## config.mk

```make
export PLATFORM = sky130hd
export DESIGN_NAME = glitch_sequencer_flat
export DESIGN_NICKNAME = d
export VERILOG_FILES = /design/src/rtl/glitch_sequencer_if.sv /design/src/rtl/glitch_sequencer.sv /design/src/flat_wrapper.sv
export SDC_FILE = /design/constraint.sdc
export NUM_CORES = 1
export LEC_CHECK = 0
export BUFFER_PORTS_ARGS = -buffer_cell sky130_fd_sc_hd__buf_2
export CAP_MARGIN = 20
export CELL_PAD_IN_SITES_DETAIL_PLACEMENT = 1
export CELL_PAD_IN_SITES_GLOBAL_PLACEMENT = 1
export CORE_ASPECT_RATIO = 1.75
export CORE_MARGIN = 2
export CORE_UTILIZATION = 40
export CTS_BUF_LIST = sky130_fd_sc_hd__clkbuf_4 sky130_fd_sc_hd__clkbuf_8 sky130_fd_sc_hd__clkbuf_16
export DETAILED_ROUTE_END_ITERATION = 10
export PLACE_DENSITY_LB_ADDON = 0.3
export SETUP_SLACK_MARGIN = 0.02
export SKIP_CTS_REPAIR_TIMING = 1
export SLEW_MARGIN = 40
export SYNTH_ARGS = -nofsm -noshare
export SYNTH_HDL_FRONTEND = slang
export SYNTH_SLANG_ARGS = --single-unit
```

## constraint.sdc

```tcl
create_clock -name clk_in -period 2.5 [get_ports clk_in]
set_input_delay 0.125 -clock clk_in [delete_from_list [all_inputs] [get_ports clk_in]]
set_output_delay 0.125 -clock clk_in [all_outputs]
set_load 0.02 [all_outputs]
```

## src/rtl/glitch_sequencer_if.sv

```systemverilog
// Control, configuration and status bundle between a glitch-schedule owner
// and the glitch_sequencer that drives the clock glitch mux.
interface glitch_sequencer_if #(
    parameter int CNT_W  = 16,
    parameter int RPT_W  = 4,
    parameter int MODE_W = 8
) ();
    logic              arm;
    logic              abort;
    logic              trigger;
    logic [CNT_W-1:0]  cfg_delay;
    logic [CNT_W-1:0]  cfg_width;
    logic [CNT_W-1:0]  cfg_gap;
    logic [RPT_W-1:0]  cfg_repeat;
    logic [MODE_W-1:0] cfg_mode;
    logic              glitch_en;
    logic [MODE_W-1:0] glitch_mode;
    logic              armed;
    logic              busy;
    logic              done;

    modport master (
        output arm, abort, trigger, cfg_delay, cfg_width, cfg_gap, cfg_repeat, cfg_mode,
        input  glitch_en, glitch_mode, armed, busy, done
    );

    modport slave (
        input  arm, abort, trigger, cfg_delay, cfg_width, cfg_gap, cfg_repeat, cfg_mode,
        output glitch_en, glitch_mode, armed, busy, done
    );
endinterface

```

## src/rtl/glitch_sequencer.sv

```systemverilog
// Timed glitch-injection controller: after arm and a trigger edge, waits a delay,
// then emits (repeat+1) glitch pulses of a set width separated by a set gap.
module glitch_sequencer #(
    parameter int CNT_W  = 16,
    parameter int RPT_W  = 4,
    parameter int MODE_W = 8
) (
    input  logic         clk_in,
    input  logic         rst_n,
    glitch_sequencer_if.slave bus
);

    typedef enum logic [2:0] {
        ST_IDLE   = 3'd0,
        ST_ARMED  = 3'd1,
        ST_DELAY  = 3'd2,
        ST_GLITCH = 3'd3,
        ST_GAP    = 3'd4
    } state_t;

    localparam logic [CNT_W-1:0]  CNT_ZERO  = {CNT_W{1'b0}};
    localparam logic [CNT_W-1:0]  CNT_ONE   = {{(CNT_W-1){1'b0}}, 1'b1};
    localparam logic [RPT_W-1:0]  RPT_ZERO  = {RPT_W{1'b0}};
    localparam logic [RPT_W-1:0]  RPT_ONE   = {{(RPT_W-1){1'b0}}, 1'b1};
    localparam logic [MODE_W-1:0] MODE_ZERO = {MODE_W{1'b0}};

    state_t            state_r;
    logic              trig_s1_r;
    logic              trig_s2_r;
    logic              trig_s3_r;
    logic              edge_s;
    logic [CNT_W-1:0]  cnt_r;
    logic [CNT_W-1:0]  delay_r;
    logic [CNT_W-1:0]  width_r;
    logic [CNT_W-1:0]  gap_r;
    logic [RPT_W-1:0]  rpt_r;
    logic [MODE_W-1:0] mode_r;
    logic [CNT_W-1:0]  width_load_s;
    logic [CNT_W-1:0]  gap_load_s;
    logic              glitch_en_r;
    logic [MODE_W-1:0] glitch_mode_r;
    logic              armed_r;
    logic              busy_r;
    logic              done_r;

    // A zero width or gap behaves as one cycle, so the reload value saturates at 0.
    assign width_load_s = (width_r == CNT_ZERO) ? CNT_ZERO : (width_r - CNT_ONE);
    assign gap_load_s   = (gap_r   == CNT_ZERO) ? CNT_ZERO : (gap_r   - CNT_ONE);
    assign edge_s       = trig_s2_r & ~trig_s3_r;

    assign bus.glitch_en   = glitch_en_r;
    assign bus.glitch_mode = glitch_mode_r;
    assign bus.armed       = armed_r;
    assign bus.busy        = busy_r;
    assign bus.done        = done_r;

    // Trigger synchroniser plus history flop for rising-edge detection.
    always_ff @(posedge clk_in or negedge rst_n) begin
        if (!rst_n) begin
            trig_s1_r <= 1'b0;
            trig_s2_r <= 1'b0;
            trig_s3_r <= 1'b0;
        end else begin
            trig_s1_r <= bus.trigger;
            trig_s2_r <= trig_s1_r;
            trig_s3_r <= trig_s2_r;
        end
    end

    // Sequencer FSM with registered outputs that change on the same edge as the state.
    always_ff @(posedge clk_in or negedge rst_n) begin
        if (!rst_n) begin
            state_r       <= ST_IDLE;
            cnt_r         <= CNT_ZERO;
            delay_r       <= CNT_ZERO;
            width_r       <= CNT_ZERO;
            gap_r         <= CNT_ZERO;
            rpt_r         <= RPT_ZERO;
            mode_r        <= MODE_ZERO;
            glitch_en_r   <= 1'b0;
            glitch_mode_r <= MODE_ZERO;
            armed_r       <= 1'b0;
            busy_r        <= 1'b0;
            done_r        <= 1'b0;
        end else if (bus.abort) begin
            state_r       <= ST_IDLE;
            cnt_r         <= CNT_ZERO;
            glitch_en_r   <= 1'b0;
            glitch_mode_r <= MODE_ZERO;
            armed_r       <= 1'b0;
            busy_r        <= 1'b0;
            done_r        <= 1'b0;
        end else begin
            done_r <= 1'b0;
            case (state_r)
                ST_IDLE: begin
                    if (bus.arm) begin
                        delay_r <= bus.cfg_delay;
                        width_r <= bus.cfg_width;
                        gap_r   <= bus.cfg_gap;
                        rpt_r   <= bus.cfg_repeat;
                        mode_r  <= bus.cfg_mode;
                        state_r <= ST_ARMED;
                        armed_r <= 1'b1;
                        busy_r  <= 1'b1;
                    end else begin
                        state_r <= ST_IDLE;
                    end
                end
                ST_ARMED: begin
                    if (edge_s) begin
                        armed_r <= 1'b0;
                        if (delay_r == CNT_ZERO) begin
                            state_r       <= ST_GLITCH;
                            cnt_r         <= width_load_s;
                            glitch_en_r   <= 1'b1;
                            glitch_mode_r <= mode_r;
                        end else begin
                            state_r <= ST_DELAY;
                            cnt_r   <= delay_r - CNT_ONE;
                        end
                    end else begin
                        state_r <= ST_ARMED;
                    end
                end
                ST_DELAY, ST_GAP: begin
                    if (cnt_r == CNT_ZERO) begin
                        state_r       <= ST_GLITCH;
                        cnt_r         <= width_load_s;
                        glitch_en_r   <= 1'b1;
                        glitch_mode_r <= mode_r;
                    end else begin
                        cnt_r <= cnt_r - CNT_ONE;
                    end
                end
                ST_GLITCH: begin
                    if (cnt_r == CNT_ZERO) begin
                        glitch_en_r   <= 1'b0;
                        glitch_mode_r <= MODE_ZERO;
                        if (rpt_r != RPT_ZERO) begin
                            rpt_r   <= rpt_r - RPT_ONE;
                            state_r <= ST_GAP;
                            cnt_r   <= gap_load_s;
                        end else begin
                            state_r <= ST_IDLE;
                            busy_r  <= 1'b0;
                            done_r  <= 1'b1;
                        end
                    end else begin
                        cnt_r <= cnt_r - CNT_ONE;
                    end
                end
                default: begin
                    state_r       <= ST_IDLE;
                    cnt_r         <= CNT_ZERO;
                    glitch_en_r   <= 1'b0;
                    glitch_mode_r <= MODE_ZERO;
                    armed_r       <= 1'b0;
                    busy_r        <= 1'b0;
                end
            endcase
        end
    end

endmodule

```

## src/flat_wrapper.sv

```systemverilog
// flat-port wrapper written by rule: the top's interface ports become plain ports
module glitch_sequencer_flat 
#(
    parameter int CNT_W  = 16,
    parameter int RPT_W  = 4,
    parameter int MODE_W = 8
)
  (clk_in, rst_n, bus_arm, bus_abort, bus_trigger, bus_cfg_delay, bus_cfg_width, bus_cfg_gap, bus_cfg_repeat, bus_cfg_mode, bus_glitch_en, bus_glitch_mode, bus_armed, bus_busy, bus_done);
  glitch_sequencer_if #(.CNT_W(CNT_W), .RPT_W(RPT_W), .MODE_W(MODE_W)) bus_i ();
  input  logic clk_in;
  input  logic rst_n;
  input wire logic [$bits(bus_i.arm)-1:0] bus_arm;
  input wire logic [$bits(bus_i.abort)-1:0] bus_abort;
  input wire logic [$bits(bus_i.trigger)-1:0] bus_trigger;
  input wire logic [$bits(bus_i.cfg_delay)-1:0] bus_cfg_delay;
  input wire logic [$bits(bus_i.cfg_width)-1:0] bus_cfg_width;
  input wire logic [$bits(bus_i.cfg_gap)-1:0] bus_cfg_gap;
  input wire logic [$bits(bus_i.cfg_repeat)-1:0] bus_cfg_repeat;
  input wire logic [$bits(bus_i.cfg_mode)-1:0] bus_cfg_mode;
  output wire logic [$bits(bus_i.glitch_en)-1:0] bus_glitch_en;
  output wire logic [$bits(bus_i.glitch_mode)-1:0] bus_glitch_mode;
  output wire logic [$bits(bus_i.armed)-1:0] bus_armed;
  output wire logic [$bits(bus_i.busy)-1:0] bus_busy;
  output wire logic [$bits(bus_i.done)-1:0] bus_done;
  assign bus_i.arm = bus_arm;
  assign bus_i.abort = bus_abort;
  assign bus_i.trigger = bus_trigger;
  assign bus_i.cfg_delay = bus_cfg_delay;
  assign bus_i.cfg_width = bus_cfg_width;
  assign bus_i.cfg_gap = bus_cfg_gap;
  assign bus_i.cfg_repeat = bus_cfg_repeat;
  assign bus_i.cfg_mode = bus_cfg_mode;
  assign bus_glitch_en = bus_i.glitch_en;
  assign bus_glitch_mode = bus_i.glitch_mode;
  assign bus_armed = bus_i.armed;
  assign bus_busy = bus_i.busy;
  assign bus_done = bus_i.done;
  glitch_sequencer #(.CNT_W(CNT_W), .RPT_W(RPT_W), .MODE_W(MODE_W)) u_core (.clk_in(clk_in), .rst_n(rst_n), .bus(bus_i));
endmodule
```

==> results of run 1 <==
-- routing by layer --
layer,up-vias,routed length (microns),global-route usage
met1,2965,7990,0.314
li1,2696,-,-
met4,0,1410,0.181
met5,-,0,0
met3,68,717,0.0365
met2,144,12300,0.531
-- registers in the layout, indices dropped and copies added, names as in the netlist, 3 cells and up --
name	flops
u_core.bus.glitch_mode	8
u_core.cnt_r	16
u_core.delay_r	16
u_core.gap_r	16
u_core.mode_r	8
u_core.rpt_r	4
u_core.state_r	3
u_core.width_r	16
-- cells by family (layout without fill, tap and decap cells) --
kind of cell,count (synthesis),after routing
buf+inv,48,202
fa+ha+maj,7,7
simple gates,244,244
other cells,0,1
mux,64,64
xor+xnor,30,30
flops,94,94
compound gates,152,152
-- worst max-delay path by stage --
stage,from,to,slack (ps),depth (start not counted)
finish,u_core.cnt_r[7]$_DFFE_PN0P_,u_core.state_r[1]$_DFFE_PN0P_,40,7
CTS,u_core.delay_r[1]$_DFFE_PN0P_,u_core.bus.glitch_mode[3]$_DFFE_PN0P_,-150,10
floorplan,u_core.cnt_r[7]$_DFFE_PN0P_,u_core.rpt_r[0]$_DFFE_PN0P_,-100,8
global route,u_core.cnt_r[1]$_DFFE_PN0P_,u_core.rpt_r[2]$_DFFE_PN0P_,-20,10
detailed placement,u_core.delay_r[1]$_DFFE_PN0P_,u_core.bus.glitch_mode[3]$_DFFE_PN0P_,-160,10
global placement,u_core.delay_r[0]$_DFFE_PN0P_,u_core.bus.glitch_mode[6]$_DFFE_PN0P_,-10,10
-- placed cells by master, fill, tap and decap left out, types with 15 or more instances in the layout --
master	n
xnor2_1	20
o21ai_0	37
nand2_1	44
nor3_1	19
mux2_2	57
buf_4	92
dfrtp_1	94
nand4_1	15
nor4_1	17
buf_2	76
a21oi_1	30
nor2_1	47
-- per-stage QoR --
stage          hold slack [ps]  setup TNS (ps)
6_report                 -5.78               0
4_1_cts                   -239           -1490
3_3_place_gp               143           -40.4
2_1_floorplan             -171            -109
3_5_place_dp               152           -1410
5_1_grt                 -0.820           -43.2
-- worst reg2reg max path: stages, from the launching register on --
cell	delay, ps
dfrtp_1	390
or4_4	580
buf_4	170
or4_1	570
buf_4	200
a22oi_1	210
o22ai_1	90
nor2b_1	140
-- cells in the mapped netlist, types with 3 or more instances --
| cell type | instances | area, sq um |
|---|---|---|
| nand4b_1 | 3 | 26.3 |
| nand2b_1 | 7 | 43.8 |
| a21o_1 | 3 | 22.5 |
| nor3_1 | 21 | 105 |
| ha_1 | 7 | 87.6 |
| buf_2 | 3 | 15.0 |
| nor2_1 | 50 | 188 |
| nor4_1 | 26 | 163 |
| nand2_1 | 48 | 180 |
| dfrtp_1 | 94 | 2350 |
| o22a_1 | 3 | 26.3 |
| nand3b_1 | 4 | 30.0 |
| a311oi_1 | 3 | 26.3 |
| o31ai_1 | 3 | 22.5 |
| mux2i_1 | 7 | 70.1 |
| or3b_2 | 3 | 26.3 |
| a31oi_1 | 7 | 43.8 |
| nor4b_1 | 4 | 35.0 |
| or3_1 | 8 | 50.1 |
| nand4_1 | 15 | 93.8 |
| inv_1 | 13 | 48.8 |
| o22ai_1 | 12 | 75.1 |
| nor2b_1 | 9 | 56.3 |
| a32oi_1 | 4 | 35.0 |
| o41ai_1 | 3 | 26.3 |
| xor2_1 | 10 | 87.6 |
| a211oi_1 | 8 | 60.1 |
| nor3b_1 | 5 | 37.5 |
| o21ai_0 | 45 | 225 |
| a221o_1 | 3 | 30.0 |
| mux2_2 | 57 | 642 |
| and2_1 | 3 | 18.8 |
| or2_2 | 3 | 18.8 |
| o211ai_1 | 6 | 45.0 |
| o21a_1 | 3 | 22.5 |
| or4_1 | 13 | 97.6 |
| xnor2_1 | 20 | 175 |
| nand3_1 | 12 | 60.1 |
| clkbuf_1 | 29 | 109 |
| a21oi_1 | 30 | 150 |
-- power breakdown --
part	internal [mW]	switching (mW)
clock network	0.718	0.699
logic	2.07	2.52
registers	2.04	0.653
-- cell type report --
class | instances | area share
clock buffers | 9 | 0.0295
clock inverters | 7 | 0.0107
multi-input cells | 497 | 0.467
inverters | 13 | 0.00640
diodes | 1 | 0.000328
repair buffers | 173 | 0.149
well taps | 180 | 0.0295
flip-flops and latches | 94 | 0.309
==> metrics.txt, run 1 <==
CP endpoint kind flip-flop; final worst path period share 0.985; worst r2r path cells 7; Post-Syn Instances ~640; drt initial violations around 270; max-cap viol count 0; latest clock arrival within the worst-skew pair around 360 ps; die height between 150 and 200 microns; DRC 0; Tot Pwr about 8.7 mW; Crit Path Max Fanout 5; max incr delay on CP between 500 and 600 ps; layout cells sized above 1 0.364; # nets final 860; Clock Root Buffer clkbuf_16; Synth Area in Adders 0.0148; WHS -5.78 ps; Core Region 0.0144 sq mm; xor/xnor share of the synthesized area 0.0444; Peak VDD IR ~0.00054 V; CTS tree done; WP data arrival 2700 ps; Max-slew headroom 0.497; area added between synthesis and finish 28.9%; leak pwr 3.25 nW; worst min-delay path startpoint bus_cfg_gap[1]; Via density approximately 6.0; family with the most delay on the worst path simple AND/OR/NAND/NOR gates; main combinational cell family by area after synthesis simple AND/OR/NAND/NOR gates; synthesis-stage register bit count 94; pin count of the biggest net entering global routing 57; sequential element share of the synthesized area 0.398; design area approximately 0.0076 sq mm; unrepaired setup endpoints after global routing true; setup violators final 0; Syn Area/Cell roughly 9.3 sq um; post-route insts no fill approximately 970; failing checks negative hold slack; area of the multi-input gates between 0.003 and 0.004 sq mm; Buf/Inv on CP 2; syn_nets 711; IO Count 77; Netlist cell types 64; Cell Area, Synth 0.00592 sq mm; Simple-Gate Fraction of Synth Area 0.225; GR Overflow Total 0; TritonCTS Buffers 9; status finished with violations; Initial Util 0.410; worst path cell trace or4_4, buf_4, or4_1, buf_4, a22oi_1, o22ai_1, nor2b_1; GRT Total Usage 0.293; Post-synth EDFFs 0; Slowest-stage cell, CP or4_4; Final Core Density 0.528; reg2reg end u_core.state_r[1]$_DFFE_PN0P_; DP HPWL between 15000 and 20000 microns; Final Hold Vio Count 7; dpl cells around 950; row count 58; post-route setup slack 36.4 ps; die width 95.9 microns; final count of pins violating max slew 0; clock transition at the registers of the reported paths roughly 80 ps; worst hold path endpoint u_core.gap_r[1]$_DFFE_PN0P_; Final Critical Period around 2500 ps; most used cell, CP buf_4; mux share of post-synthesis cell area 0.120; CP Launch Type flip-flop; global-route wire length before repair ~35000 microns; fmax roughly 410 MHz; routed wire length 22400 microns; Reg2Reg Setup Slack around 36 ps; skew final 13.2 ps; worst flop-to-flop path startpoint u_core.cnt_r[7]$_DFFE_PN0P_; post-route ant nets 0; wire per inst between 20 and 25 microns; initial antenna violation count 1; RD Place Congestion around 0.94; Bufs on Longest Clock Path 2; register area 0.00235 sq mm; compound-gate portion of the synthesized area 0.164; Hold Path Depth 2; I/O Buffers 76; # fillers 1695; dpl ws -157 ps; H-tree Lvls 3; asr flop ratio synth 1.00; vias post-DR 5873; Ys Warns 0; Cell Area, Placed slightly above 0.007 sq mm; die area approximately 0.016 sq mm; hold crit path type input pin to flip-flop; clk sinks 94; CP Class flip-flop to flip-flop; Top FF cell, synth dfrtp_1; Req. time, crit path 2730 ps; TritonRoute pass-1 iters 4; worst-margin pin slew between 700 and 800 ps; power per cell area ~1100 mW/mm^2; vias in the first global route 6400
Note: power is estimated with default switching activity, not from simulation.
==> run 2: changes to the inputs <==
--- a/config.mk
+++ b/config.mk
@@ -10,7 +10,7 @@
 export CELL_PAD_IN_SITES_DETAIL_PLACEMENT = 1
 export CELL_PAD_IN_SITES_GLOBAL_PLACEMENT = 1
 export CORE_ASPECT_RATIO = 1.75
-export CORE_MARGIN = 2
+export CORE_MARGIN = 5
 export CORE_UTILIZATION = 40
 export CTS_BUF_LIST = sky130_fd_sc_hd__clkbuf_4 sky130_fd_sc_hd__clkbuf_8 sky130_fd_sc_hd__clkbuf_16
 export DETAILED_ROUTE_END_ITERATION = 10
==> constraint.sdc (replaced) <==
create_clock -name clk_in -period 2.75 [get_ports clk_in]
set_input_delay 0.1375 -clock clk_in [delete_from_list [all_inputs] [get_ports clk_in]]
set_output_delay 0.1375 -clock clk_in [all_outputs]
set_load 0.02 [all_outputs]
==> run 2 against run 1 <==
Against the previous run: first-iteration DRC count shrank 9.8%; clock power shrank 9%; wire length shrank 6.9%; combinational power shrank 19%; cell count shrank 3.0%; clock skew shrank 2.6 ps; the flow now finishes without violations; cell area shrank 4.8%; register-to-register slack gained 40 ps; count of clock-buffer cells in the layout is the same; sequential power shrank 8.2%; setup slack gained 43 ps; largest power group unchanged; hold slack gained 7.5 ps.
==> metrics.txt, run 2 (synthesis results as in run 1) <==
vias in the first global route a little over 6000; unrepaired setup endpoints after global routing true; I/O Buffers 76; global-route wire length before repair around 34000 microns; most frequent cells in the layout dfrtp_1, buf_2, buf_4; dpl ws -6.78 ps; # fillers between 1500 and 2000; WP data arrival between 2000 and 3000 ps; most common cell after layout, fill and taps aside dfrtp_1; final worst path period share 0.971; IO Count 77; initial antenna violation count 1; Critical Path End u_core.rpt_r[1]$_DFFE_PN0P_; Final Critical Period ~2700 ps; die area between 0.015 and 0.02 sq mm; hold crit path type input pin to flip-flop; GR Overflow Total 0; crit path launch u_core.cnt_r[10]$_DFFE_PN0P_; setup total negative slack 0 ps; post-route setup slack 79.0 ps; reg2reg end u_core.rpt_r[1]$_DFFE_PN0P_; wire per inst approximately 22 microns; Tot Pwr about 7.5 mW; worst flop-to-flop path startpoint u_core.cnt_r[10]$_DFFE_PN0P_; Reg2Reg Setup Slack 80 ps; Req. time, crit path about 3000 ps; CP endpoint kind flip-flop; latest clock arrival within the worst-skew pair around 360 ps; Core Region roughly 0.014 sq mm; CP Class flip-flop to flip-flop; Pint 4.15 mW; DRC 0; TritonRoute pass-1 iters 5; die height 171 microns; Final Hold Vio Count 0; clk sinks 94; pin count of the biggest net entering global routing 95; Logic pwr share 0.498; worst r2r path cells 7; H-tree Lvls 3; die width ~100 microns; Clock Root Buffer clkbuf_16; Via density 5.94; post-route ant nets 0; setup violators final 0; max-cap viol count 0; power per cell area 1030 mW/mm^2; fmax roughly 370 MHz; GRT Total Usage 0.250; Flop pwr share 0.330; Sw Share 0.444; leak pwr roughly 3.1 nW; layout cells sized above 1 0.300; status finished, final reports clean; # nets final between 800 and 900; drt initial violations 240; CTS tree done; RD Place Congestion around 0.93; Peak VDD IR 0.000561 V; vias post-DR 5617; CP Launch Type flip-flop; final count of pins violating max slew 0; TritonCTS Buffers 9; row count 58; area added between synthesis and finish 22.7%; Initial Util 0.410; Crit Path Max Fanout 5; post-route insts no fill about 950; worst-margin pin slew approximately 730 ps; routed wire length 20800 microns; DP HPWL between 15000 and 20000 microns; Bufs on Longest Clock Path 2; clock transition at the registers of the reported paths roughly 80 ps; Max-slew headroom 0.508; dpl cells just over 900; Clock power frac 0.172; P_sw about 3.3 mW; skew final roughly 11 ps
==> run 2: cell count changes in the layout (fill, tap and decap cells not counted), moves of 4 or more <==
cell,before,now
buf_4,92,61
nor4_1,17,25
o21ai_0,37,45
nor4_2,7,1
o21ai_1,6,1
or4_1,8,12
or4_4,6,2
==> run 2: cell type report <==
type / instances / area, sq um / area share
multi-input combinational: 497 / 3390 / 0.467
clock inverter: 7 / 86.3 / 0.0119
timing repair buffer: 144 / 933 / 0.129
clock buffer: 9 / 225 / 0.0310
antenna: 1 / 2.50 / 0.000345
sequential: 94 / 2350 / 0.324
inverter: 13 / 48.8 / 0.00672
tap: 180 / 225 / 0.0310
==> run 2: metrics by stage <==
stage	hold WS (ps)	util	cell area [sq um]
finish	1.68	0.503	7260
global route	0.963	0.503	7260
CTS	-153	0.495	7150
detailed placement	237	0.473	6840
global placement	222	0.473	6840
floorplan	-158	-	5920
==> run 2: worst min-delay path by stage <==
| stage | start | to | cells past startpoint |
|---|---|---|---|
| 4_1_cts | rst_n | u_core.trig_s3_r$_DFF_PN0_ | 2 |
| 6_report | bus_cfg_mode[2] | u_core.mode_r[2]$_DFFE_PN0P_ | 2 |
| 5_1_grt | bus_cfg_gap[8] | u_core.gap_r[8]$_DFFE_PN0P_ | 2 |
| 3_3_place_gp | rst_n | u_core.trig_s2_r$_DFF_PN0_ | 2 |
| 3_5_place_dp | rst_n | u_core.trig_s2_r$_DFF_PN0_ | 2 |
| 2_1_floorplan | rst_n | u_core.bus.armed$_DFFE_PN0P_ | 0 |
==> run 2: power groups by stage <==
stage,clock [mW],combinational (mW),sequential (mW)
floorplan,0,2.23,2.33
CTS,1.32,3.64,2.46
global route,1.39,4.00,2.55
global placement,0,3.54,2.44
finish,1.29,3.72,2.47
detailed placement,0,3.62,2.48
==> run 2: worst max-delay path: stages, from the launching register on <==
cell and delay, ps:
dfrtp_1 420, or4_1 650, nor4_4 410, a21oi_1 120, or4_4 510, buf_4 160, a211oi_1 220, a21oi_1 70
==> run 2: routing by layer <==
metal	part of all wire	vias up	GRT usage	routed length, microns
li1	-	2631	-	-
met1	0.37	2823	0.271	7710
met2	0.56	119	0.472	11700
met3	0.028	44	0.0343	587
met4	0.040	0	0.106	829
met5	0	-	0	0
